File: src/rtl/seg_scan_pkg.sv
// rtl/seg_scan_pkg.sv - shared types and constants for the 7-segment scanner
package seg_scan_pkg;

   localparam logic [3:0] ANODE_OFF  = 4'b1111;
   localparam int         NUM_DIGITS = 4;

   typedef enum logic {GUARD, SHOW} slot_state_t;

   typedef struct packed {
      logic [15:0] value;
      logic [3:0]  blank_mask;
      logic [3:0]  dp_mask;
   } disp_cfg_t;

   // True when digit i and every digit to its left hold zero; digit 0 is never blanked.
   function automatic logic lzb_blank(input logic [15:0] v, input logic [1:0] i);
      case (i)
         2'd1:    return (v[15:4] == 12'h000);
         2'd2:    return (v[15:8] == 8'h00);
         2'd3:    return (v[15:12] == 4'h0);
         default: return 1'b0;
      endcase
   endfunction

endpackage

File: src/rtl/seg_scan_mux_if.sv
// rtl/seg_scan_mux_if.sv - display load inputs and scan outputs of seg_scan_mux
interface seg_scan_mux_if;
   logic [15:0] value;
   logic        load;
   logic [3:0]  blank_mask;
   logic [3:0]  dp_mask;
   logic [3:0]  digit_nib;
   logic [3:0]  anode_L;
   logic        dp_L;
   logic        frame_start;

   modport master (
      output value, load, blank_mask, dp_mask,
      input  digit_nib, anode_L, dp_L, frame_start
   );

   modport slave (
      input  value, load, blank_mask, dp_mask,
      output digit_nib, anode_L, dp_L, frame_start
   );
endinterface

File: src/rtl/seg_tick_gen.sv
// rtl/seg_tick_gen.sv - prescaler producing a one-cycle tick every TICK_DIV clocks
module seg_tick_gen #(
   parameter int TICK_DIV = 100000,
   parameter int CNT_W    = 17
) (
   input  logic clk,
   input  logic rst,
   output logic tick
);

   localparam logic [CNT_W-1:0] LAST = CNT_W'(TICK_DIV - 1);

   logic [CNT_W-1:0] cnt;

   always_ff @(posedge clk) begin
      if (rst)
         cnt <= '0;
      else if (cnt == LAST)
         cnt <= '0;
      else
         cnt <= cnt + CNT_W'(1);
   end

   assign tick = (cnt == LAST);

endmodule

File: src/rtl/seg_scan_mux.sv
// rtl/seg_scan_mux.sv - 4-digit 7-segment scanner with guard gap and frame double buffering
// Leading-zero blanking is built when SEG_SCAN_LZB_EN is defined.
module seg_scan_mux
   import seg_scan_pkg::*;
#(
   parameter int TICK_DIV = 100000,
   parameter int CNT_W    = 17
) (
   input logic           clk,
   input logic           rst,
   seg_scan_mux_if.slave bus
);

   logic                  tick;
   logic                  frame_tick;
   slot_state_t           state, state_nxt;
   logic [1:0]            idx;
   logic [1:0]            sel;
   logic                  blank;
   disp_cfg_t             pending, shadow, incoming;
   logic [3:0]            nib_q, nib_nxt;
   logic [NUM_DIGITS-1:0] anode_q, anode_nxt;
   logic                  dp_q, dp_nxt;
   logic                  fs_q, fs_nxt;

   seg_tick_gen #(.TICK_DIV(TICK_DIV), .CNT_W(CNT_W)) u_tick (
      .clk  (clk),
      .rst  (rst),
      .tick (tick)
   );

   assign incoming = '{value: bus.value, blank_mask: bus.blank_mask, dp_mask: bus.dp_mask};

   // idx has already advanced when GUARD runs, so the slot being prepared is idx-1;
   // the boundary is therefore the tick that moves idx off 0 into a fresh digit-0 slot.
   assign sel        = idx - 2'd1;
   assign frame_tick = tick && (idx == 2'd0);

`ifdef SEG_SCAN_LZB_EN
   assign blank = shadow.blank_mask[sel] | lzb_blank(shadow.value, sel);
`else
   assign blank = shadow.blank_mask[sel];
`endif

   always_ff @(posedge clk) begin
      if (rst) begin
         state   <= SHOW;
         idx     <= 2'd0;
         pending <= '0;
         shadow  <= '0;
         nib_q   <= 4'h0;
         anode_q <= ANODE_OFF;
         dp_q    <= 1'b1;
         fs_q    <= 1'b0;
      end else begin
         state   <= state_nxt;
         nib_q   <= nib_nxt;
         anode_q <= anode_nxt;
         dp_q    <= dp_nxt;
         fs_q    <= fs_nxt;
         if (tick)
            idx <= idx + 2'd1;
         if (bus.load)
            pending <= incoming;
         if (frame_tick)
            shadow <= bus.load ? incoming : pending;
      end
   end

   always_comb begin
      state_nxt = state;
      nib_nxt   = nib_q;
      anode_nxt = anode_q;
      dp_nxt    = dp_q;
      fs_nxt    = 1'b0;
      case (state)
         SHOW: begin
            if (tick) begin
               state_nxt = GUARD;
               anode_nxt = ANODE_OFF;
               dp_nxt    = 1'b1;
            end
         end
         GUARD: begin
            state_nxt = SHOW;
            nib_nxt   = shadow.value[{sel, 2'b00} +: 4];
            anode_nxt = blank ? ANODE_OFF : ~(4'b0001 << sel);
            dp_nxt    = ~(shadow.dp_mask[sel] & ~blank);
            fs_nxt    = (sel == 2'd0);
         end
         default: state_nxt = SHOW;
      endcase
   end

   assign bus.digit_nib   = nib_q;
   assign bus.anode_L     = anode_q;
   assign bus.dp_L        = dp_q;
   assign bus.frame_start = fs_q;

endmodule

File: src/flat_wrapper.sv
// flat-port wrapper written by rule: the top's interface ports become plain ports
module seg_scan_mux_flat import seg_scan_pkg::*;
#(
   parameter int TICK_DIV = 100000,
   parameter int CNT_W    = 17
)
  (clk, rst, bus_value, bus_load, bus_blank_mask, bus_dp_mask, bus_digit_nib, bus_anode_L, bus_dp_L, bus_frame_start);
  seg_scan_mux_if bus_i ();
  input logic clk;
  input logic rst;
  input wire logic [$bits(bus_i.value)-1:0] bus_value;
  input wire logic [$bits(bus_i.load)-1:0] bus_load;
  input wire logic [$bits(bus_i.blank_mask)-1:0] bus_blank_mask;
  input wire logic [$bits(bus_i.dp_mask)-1:0] bus_dp_mask;
  output wire logic [$bits(bus_i.digit_nib)-1:0] bus_digit_nib;
  output wire logic [$bits(bus_i.anode_L)-1:0] bus_anode_L;
  output wire logic [$bits(bus_i.dp_L)-1:0] bus_dp_L;
  output wire logic [$bits(bus_i.frame_start)-1:0] bus_frame_start;
  assign bus_i.value = bus_value;
  assign bus_i.load = bus_load;
  assign bus_i.blank_mask = bus_blank_mask;
  assign bus_i.dp_mask = bus_dp_mask;
  assign bus_digit_nib = bus_i.digit_nib;
  assign bus_anode_L = bus_i.anode_L;
  assign bus_dp_L = bus_i.dp_L;
  assign bus_frame_start = bus_i.frame_start;
  seg_scan_mux #(.TICK_DIV(TICK_DIV), .CNT_W(CNT_W)) u_core (.clk(clk), .rst(rst), .bus(bus_i));
endmodule
File: config.mk
export PLATFORM = sky130hd
export DESIGN_NAME = seg_scan_mux_flat
export DESIGN_NICKNAME = d
export VERILOG_FILES = /design/src/rtl/seg_scan_pkg.sv /design/src/rtl/seg_scan_mux_if.sv /design/src/rtl/seg_tick_gen.sv /design/src/rtl/seg_scan_mux.sv /design/src/flat_wrapper.sv
export SDC_FILE = /design/constraint.sdc
export NUM_CORES = 1
export LEC_CHECK = 0
export BUFFER_PORTS_ARGS = -buffer_cell sky130_fd_sc_hd__buf_4
export CAP_MARGIN = 0
export CORE_ASPECT_RATIO = 0.9
export CORE_UTILIZATION = 60
export CTS_BUF_LIST = sky130_fd_sc_hd__clkbuf_8
export DETAILED_ROUTE_END_ITERATION = 12
export PLACE_DENSITY = 0.84
export SLEW_MARGIN = 30
export SYNTH_ARGS = -nofsm -noshare
export SYNTH_HDL_FRONTEND = slang
export SYNTH_SLANG_ARGS = --single-unit
File: constraint.sdc
create_clock -name clk -period 2.6 [get_ports clk]
set_input_delay 0.13 -clock clk [delete_from_list [all_inputs] [get_ports clk]]
set_output_delay 0.13 -clock clk [all_outputs]
set_load 0.005 [all_outputs]
==> impl_metrics.env, run 1 <==
export IMPL_grt_pass1_vias=2130
export IMPL_viasPerCell=5.56
export IMPL_fin_setup_tns_ns=0
export IMPL_syn_to_final_growth_pct=14.5
export IMPL_cts_tree="built"
export IMPL_grt_remaining_overflow=0
export IMPL_grt_usage_pct=23.8
export IMPL_ios=37
export IMPL_synth_cell_types=40
export IMPL_path_depth=5
export IMPL_holdWs_ns=0.0783
export IMPL_place_congestion=0.812
export IMPL_skew_ns=0.00945
export IMPL_yosysWarnings=0
export IMPL_max_slew_margin_pct=64.3
export IMPL_antenna_cells=0
export IMPL_critPathSlowestCell="and4_4"
export IMPL_p_total_mw=2.34
export IMPL_whs_path_depth=3
export IMPL_ctsLongestPathBuffers=2
export IMPL_clock_latency_ns=0.34
export IMPL_via_count=2368
export IMPL_required_ns=2.80
export IMPL_drv_slew=0
export IMPL_die_w_um=79.1
export IMPL_routed_wl_um=6180
export IMPL_final_core_util_pct=73.7
export IMPL_grt_max_degree=63
export IMPL_setup_viol=0
export IMPL_power_density_mw_per_mm2=636
export IMPL_status="finished clean"
export IMPL_place_hpwl_um=4000
export IMPL_initial_utilization_pct=64.4
export IMPL_hold_buffers=0
export IMPL_final_common_cell="dfxtp_1"
export IMPL_fp_dieH_um=71.4
export IMPL_ys_seq_area_share_pct=48.7
export IMPL_layout_common_cells="dfxtp_1, nor2_1, buf_4, nand3_1"
export IMPL_critPathMaxStageDelay_ns=0.50
export IMPL_root_buffer="clkbuf_8"
export IMPL_synth_largest_area_cell="dfxtp_1"
export IMPL_path_cells="ha_1 -> and4_1 -> and4_4 -> and2_2 -> o21ai_0"
export IMPL_wl_per_cell_um=14.5
export IMPL_synth_nets=365
export IMPL_core_mm2=0.00498
export IMPL_syn_instance_count=332
export IMPL_worstSetupPathType="flip-flop to flip-flop"
export IMPL_cts_sinks=78
export IMPL_syn_cell_area_mm2=0.00321
export IMPL_worstMarginPinSlew_ns=0.532
export IMPL_ir_worst_vdd_mv=0.523
export IMPL_period_share_pct=85.2
export IMPL_critPathMaxFanout=31
export IMPL_async_flop_share_pct=0
export IMPL_synthTopCellsByArea="dfxtp_1, mux2i_1, nand2b_1, nor2_1, nand3_1"
export IMPL_path_delay_family="simple AND/OR/NAND/NOR gates"
export IMPL_port_buffers=36
export IMPL_worstSetupStartpointType="flip-flop"
export IMPL_synth_top_area_share_pct=48.7
export IMPL_rows=24
export IMPL_rsz0062_at_grt="no"
export IMPL_endpoint_kind="flip-flop"
export IMPL_ant_nets=0
export IMPL_nets=390
export IMPL_fmax_mhz=451
export IMPL_cts_resized=0
export IMPL_drt_iter0_drc=162
export IMPL_reg2regPathDepth=5
export IMPL_avgSynthCellArea_um2=9.66
export IMPL_cap_violations=0
export IMPL_drc=0
export IMPL_drtPass1Iterations=4
export IMPL_cts_setup_buffers=0
export IMPL_min_period_ns=2.22
export IMPL_cts_buffers=9
export IMPL_ys_ff_latch=78
export IMPL_grt_pass1_wl_um=10400
export IMPL_crit_buf_inv=0
export IMPL_hold_violations=0
export IMPL_synth_edf_count=0
export IMPL_synthFlopType="dfxtp_1"
export IMPL_antenna_found_initial=0
export IMPL_htree_levels=3
export IMPL_hp_class="input port to flip-flop"
export IMPL_leakage_nw=1.43
export IMPL_drive_gt1_share_pct=18.3
export IMPL_die_area_mm2=0.00564
export IMPL_clk_pin_slew_ns=0.08
export IMPL_critPathArrivalTime_ns=2.41
sequential cells by signal (all words and copies together) (netlist names):
register                cells
u_core.idx                  2
u_core.bus.dp_L             1
u_core.shadow              24
u_core.bus.digit_nib        4
u_core.state                1
u_core.bus.anode_L          4
u_core.pending             24
u_core.u_tick.cnt          17
u_core.bus.frame_start      1
layer usage:
| metal | up-vias | share of wire [%] | routed length [um] | global-route usage [%] |
|---|---|---|---|---|
| met2 | 61 | 42 | 2630 | 33.9 |
| met3 | 5 | 5.0 | 312 | 6.88 |
| li1 | 1188 | - | - | - |
| met1 | 1114 | 52 | 3200 | 35.2 |
| met5 | - | 0 | 0 | 0 |
| met4 | 0 | 0.76 | 47 | 6.67 |
worst reg2reg max path: cells and delay by family, from the launching register on:
family	cells	cell delay, ns
simple gates	3	1.31
flops	1	0.37
fa+ha+maj	1	0.21
compound gates	1	0.18
area by class of cell:
class,count,area [um^2]
fillers,377,1310
repair buffers,38,285
clock inverters,4,70.1
flip-flops and latches,78,1560
inverters,4,15.0
well taps,65,81.3
clock buffers,11,151
multi-input cells,226,1510
path summary, 6_finish.rpt:
kind | from | slack, ns | to
worst max-delay path | u_core.u_tick.cnt[0] | 0.38 | u_core.shadow[7]
worst max register to register | u_core.u_tick.cnt[0] | 0.38 | u_core.shadow[7]
worst min register to register | u_core.u_tick.cnt[0] | 0.47 | u_core.u_tick.cnt[0]
worst min-delay path | bus_value[14] | 0.08 | u_core.pending[22]
per-stage QoR:
step           instance area, um^2  setup WS, ns  cells
5_1_grt                       3670         0.238    426
2_1_floorplan                 3210         0.552    332
6_report                      3670         0.384    426
4_1_cts                       3670         0.425    426
3_5_place_dp                  3450         0.427    411
3_3_place_gp                  3450         0.526    411
where the power goes:
part / internal (mW) / switching [mW] / total, mW
clock: 0.585 / 0.409 / 0.994
sequential: 1.22 / 0.00962 / 1.23
combinational: 0.0580 / 0.0558 / 0.114
total: 1.86 / 0.474 / 2.34
Yosys cell counts, drive strengths merged, types with 4 or more instances:
| cell type | n |
|---|---|
| clkbuf | 13 |
| mux4 | 6 |
| inv | 4 |
| xnor2 | 4 |
| nand4 | 7 |
| a21oi | 7 |
| nand2b | 25 |
| xor2 | 9 |
| o21ai | 25 |
| nor2 | 41 |
| mux2i | 25 |
| buf | 11 |
| dfxtp | 78 |
| nand3 | 29 |
| ha | 6 |
| a2bb2oi | 4 |
| nand2 | 15 |
logic make-up after synthesis:
logic type      share of synthesized area (%)
flops                                    48.7
compound gates                           6.82
xor+xnor                                 3.55
fa+ha+maj                                2.34
mux                                      12.0
simple gates                             22.3
buf+inv                                  4.33
Power figures use the tool's default switching activity.
==> run 2: changes to the inputs <==
--- a/config.mk
+++ b/config.mk
@@ -12,7 +12,9 @@
 export CTS_BUF_LIST = sky130_fd_sc_hd__clkbuf_8
 export DETAILED_ROUTE_END_ITERATION = 12
 export PLACE_DENSITY = 0.84
+export RECOVER_POWER = 50
 export SLEW_MARGIN = 30
 export SYNTH_ARGS = -nofsm -noshare
 export SYNTH_HDL_FRONTEND = slang
+export SYNTH_HIERARCHICAL = 1
 export SYNTH_SLANG_ARGS = --single-unit
==> run 2 against run 1 <==
  * Non-clock buffer count rose by 1
  * Area after synthesis fell by 2.4%
  * Utilization fell by 1.0 points
  * Sequential share of layout area rose by 1.1 points
  * Sequential power barely moved
  * Final area fell by 2.6%
  * Combinational power barely moved
  * Worst setup slack got worse by 0.021 ns
  * First-iteration DRC count fell by 25%
  * Global-route usage fell by 1.1 points
==> impl_metrics.env, run 2 <==
export IMPL_status="finished clean"
export IMPL_skew_ns=0.00800
export IMPL_worstSetupPathType="flip-flop to flip-flop"
export IMPL_drt_iter0_drc=121
export IMPL_cts_buffers=9
export IMPL_ctsLongestPathBuffers=2
export IMPL_clock_latency_ns=0.35
export IMPL_antenna_found_initial=0
export IMPL_root_buffer="clkbuf_8"
export IMPL_max_slew_margin_pct=58.1
export IMPL_min_period_ns=2.24
export IMPL_htree_levels=3
export IMPL_fmax_mhz=447
export IMPL_hold_violations=0
export IMPL_avgSynthCellArea_um2=10.2
export IMPL_period_share_pct=86.0
export IMPL_async_flop_share_pct=0
export IMPL_via_count=2211
export IMPL_grt_pass1_wl_um=9530
export IMPL_viasPerCell=5.47
export IMPL_leakage_nw=1.41
export IMPL_cts_resized=0
export IMPL_worst_slack_ns=0.363
export IMPL_cts_sinks=78
export IMPL_endpoint_kind="flip-flop"
export IMPL_synthTopCellsByArea="dfxtp_1, mux2i_1, nor2_1, a211oi_1, mux4_1"
export IMPL_hp_class="input port to flip-flop"
export IMPL_critPathArrivalTime_ns=2.50
export IMPL_clk_pin_slew_ns=0.08
export IMPL_synth_edf_count=0
export IMPL_initial_utilization_pct=63.6
export IMPL_required_ns=2.86
export IMPL_worstSetupStartpointType="flip-flop"
export IMPL_synth_largest_area_cell="dfxtp_1"
export IMPL_grt_pass1_vias=2098
export IMPL_drc=0
export IMPL_reg2reg_slack_ns=0.36
export IMPL_hold_buffers=0
export IMPL_cts_setup_buffers=0
export IMPL_ir_worst_vdd_mv=0.519
export IMPL_core_mm2=0.00492
export IMPL_place_congestion=0.871
export IMPL_syn_cell_area_mm2=0.00313
export IMPL_layout_common_cells="dfxtp_1, nor2_1, buf_4, mux2i_1, a211oi_1"
export IMPL_power_density_mw_per_mm2=617
export IMPL_setup_viol=0
export IMPL_wl_per_cell_um=13.8
export IMPL_die_w_um=78.2
export IMPL_ys_ff_latch=78
export IMPL_die_area_mm2=0.00551
export IMPL_grt_usage_pct=22.7
export IMPL_ant_nets=0
export IMPL_port_buffers=36
export IMPL_grt_max_degree=64
export IMPL_synth_commonest_cells="dfxtp_1, nor2_1, mux2i_1, a211oi_1, buf_2"
export IMPL_worstMarginPinSlew_ns=0.629
export IMPL_drv_slew=0
export IMPL_synth_most_common_cell="dfxtp_1"
export IMPL_ys_seq_area_share_pct=49.9
export IMPL_synth_cell_types=38
export IMPL_syn_to_final_growth_pct=14.2
export IMPL_dp_slack_ns=0.405
export IMPL_routed_wl_um=5600
export IMPL_fp_dieH_um=70.5
export IMPL_synthFlopType="dfxtp_1"
export IMPL_synth_nets=339
export IMPL_drive_gt1_share_pct=17.1
export IMPL_largest_registers="u_core/pending x24, u_core/shadow x24, u_core/u_tick/cnt x17"
export IMPL_cts_tree="built"
export IMPL_rows=24
export IMPL_antenna_cells=0
export IMPL_drtPass1Iterations=4
export IMPL_final_common_cell="dfxtp_1"
export IMPL_critPathMaxFanout=30
export IMPL_place_hpwl_um=3730
export IMPL_syn_instance_count=307
export IMPL_grt_remaining_overflow=0
export IMPL_synth_top_area_share_pct=49.9
export IMPL_nets=367
export IMPL_rsz0062_at_grt="no"
export IMPL_cap_violations=0
export IMPL_final_core_util_pct=72.6
export IMPL_ios=37
export IMPL_fin_setup_tns_ns=0
export IMPL_yosysWarnings=6
## run 2: per-layer routing
layer,GRT usage (%),part of all wire [%],vias up
met3,8.65,4.7,6
li1,-,-,1134
met1,29.3,49,1032
met2,34.5,45,39
met5,0,0,-
met4,9.26,0.98,0
## run 2: critical path, cell delays in order, from the launching register on
cell	delay (ns)
dfxtp_1	0.38
ha_1	0.24
nand4_1	0.20
nor2_1	0.18
and3_1	0.33
and2_1	0.21
buf_4	0.30
nor2_1	0.07
a211oi_1	0.23
## run 2: area by class of cell
class                      instances  area, um^2
clock buffer                      10         138
fill                             381        1350
clock inverter                     5        51.3
multi-input combinational        201        1430
inverter                           6        22.5
sequential                        78        1560
timing repair buffer              39         293
tap                               65        81.3
## run 2: power by group
| group | switching [mW] | internal, mW |
|---|---|---|
| logic | 0.0585 | 0.0521 |
| clock network | 0.409 | 0.457 |
| registers | 0.0103 | 1.22 |
## run 2: logic make-up after synthesis
family	share of synthesized area (%)
mux	14.2
compound gates	7.83
simple gates	17.7
fa+ha+maj	2.00
flops	49.9
xor+xnor	3.92
buf+inv	4.47
## run 2: final timing paths
path	depth (start not counted)	end	start
setup / recovery	8	u_core/shadow[12]	u_core/u_tick/cnt[0]
hold / removal	3	u_core/pending[8]	bus_value[0]
setup reg to reg	8	u_core/shadow[12]	u_core/u_tick/cnt[0]
hold reg to reg	1	u_core/u_tick/cnt[0]	u_core/u_tick/cnt[0]
## run 2: per-stage QoR
| step | area (um^2) | total power, mW | cells | hold WS (ns) |
|---|---|---|---|---|
| after floorplan | 3130 | 1.33 | 307 | 0.297 |
| after global placement | 3390 | 1.37 | 389 | 0.399 |
| after detailed placement | 3390 | 1.37 | 389 | 0.405 |
| after CTS | 3580 | 2.23 | 404 | 0.0279 |
| after global routing | 3580 | 2.31 | 404 | 0.0434 |
| final | 3580 | 2.21 | 404 | 0.0412 |
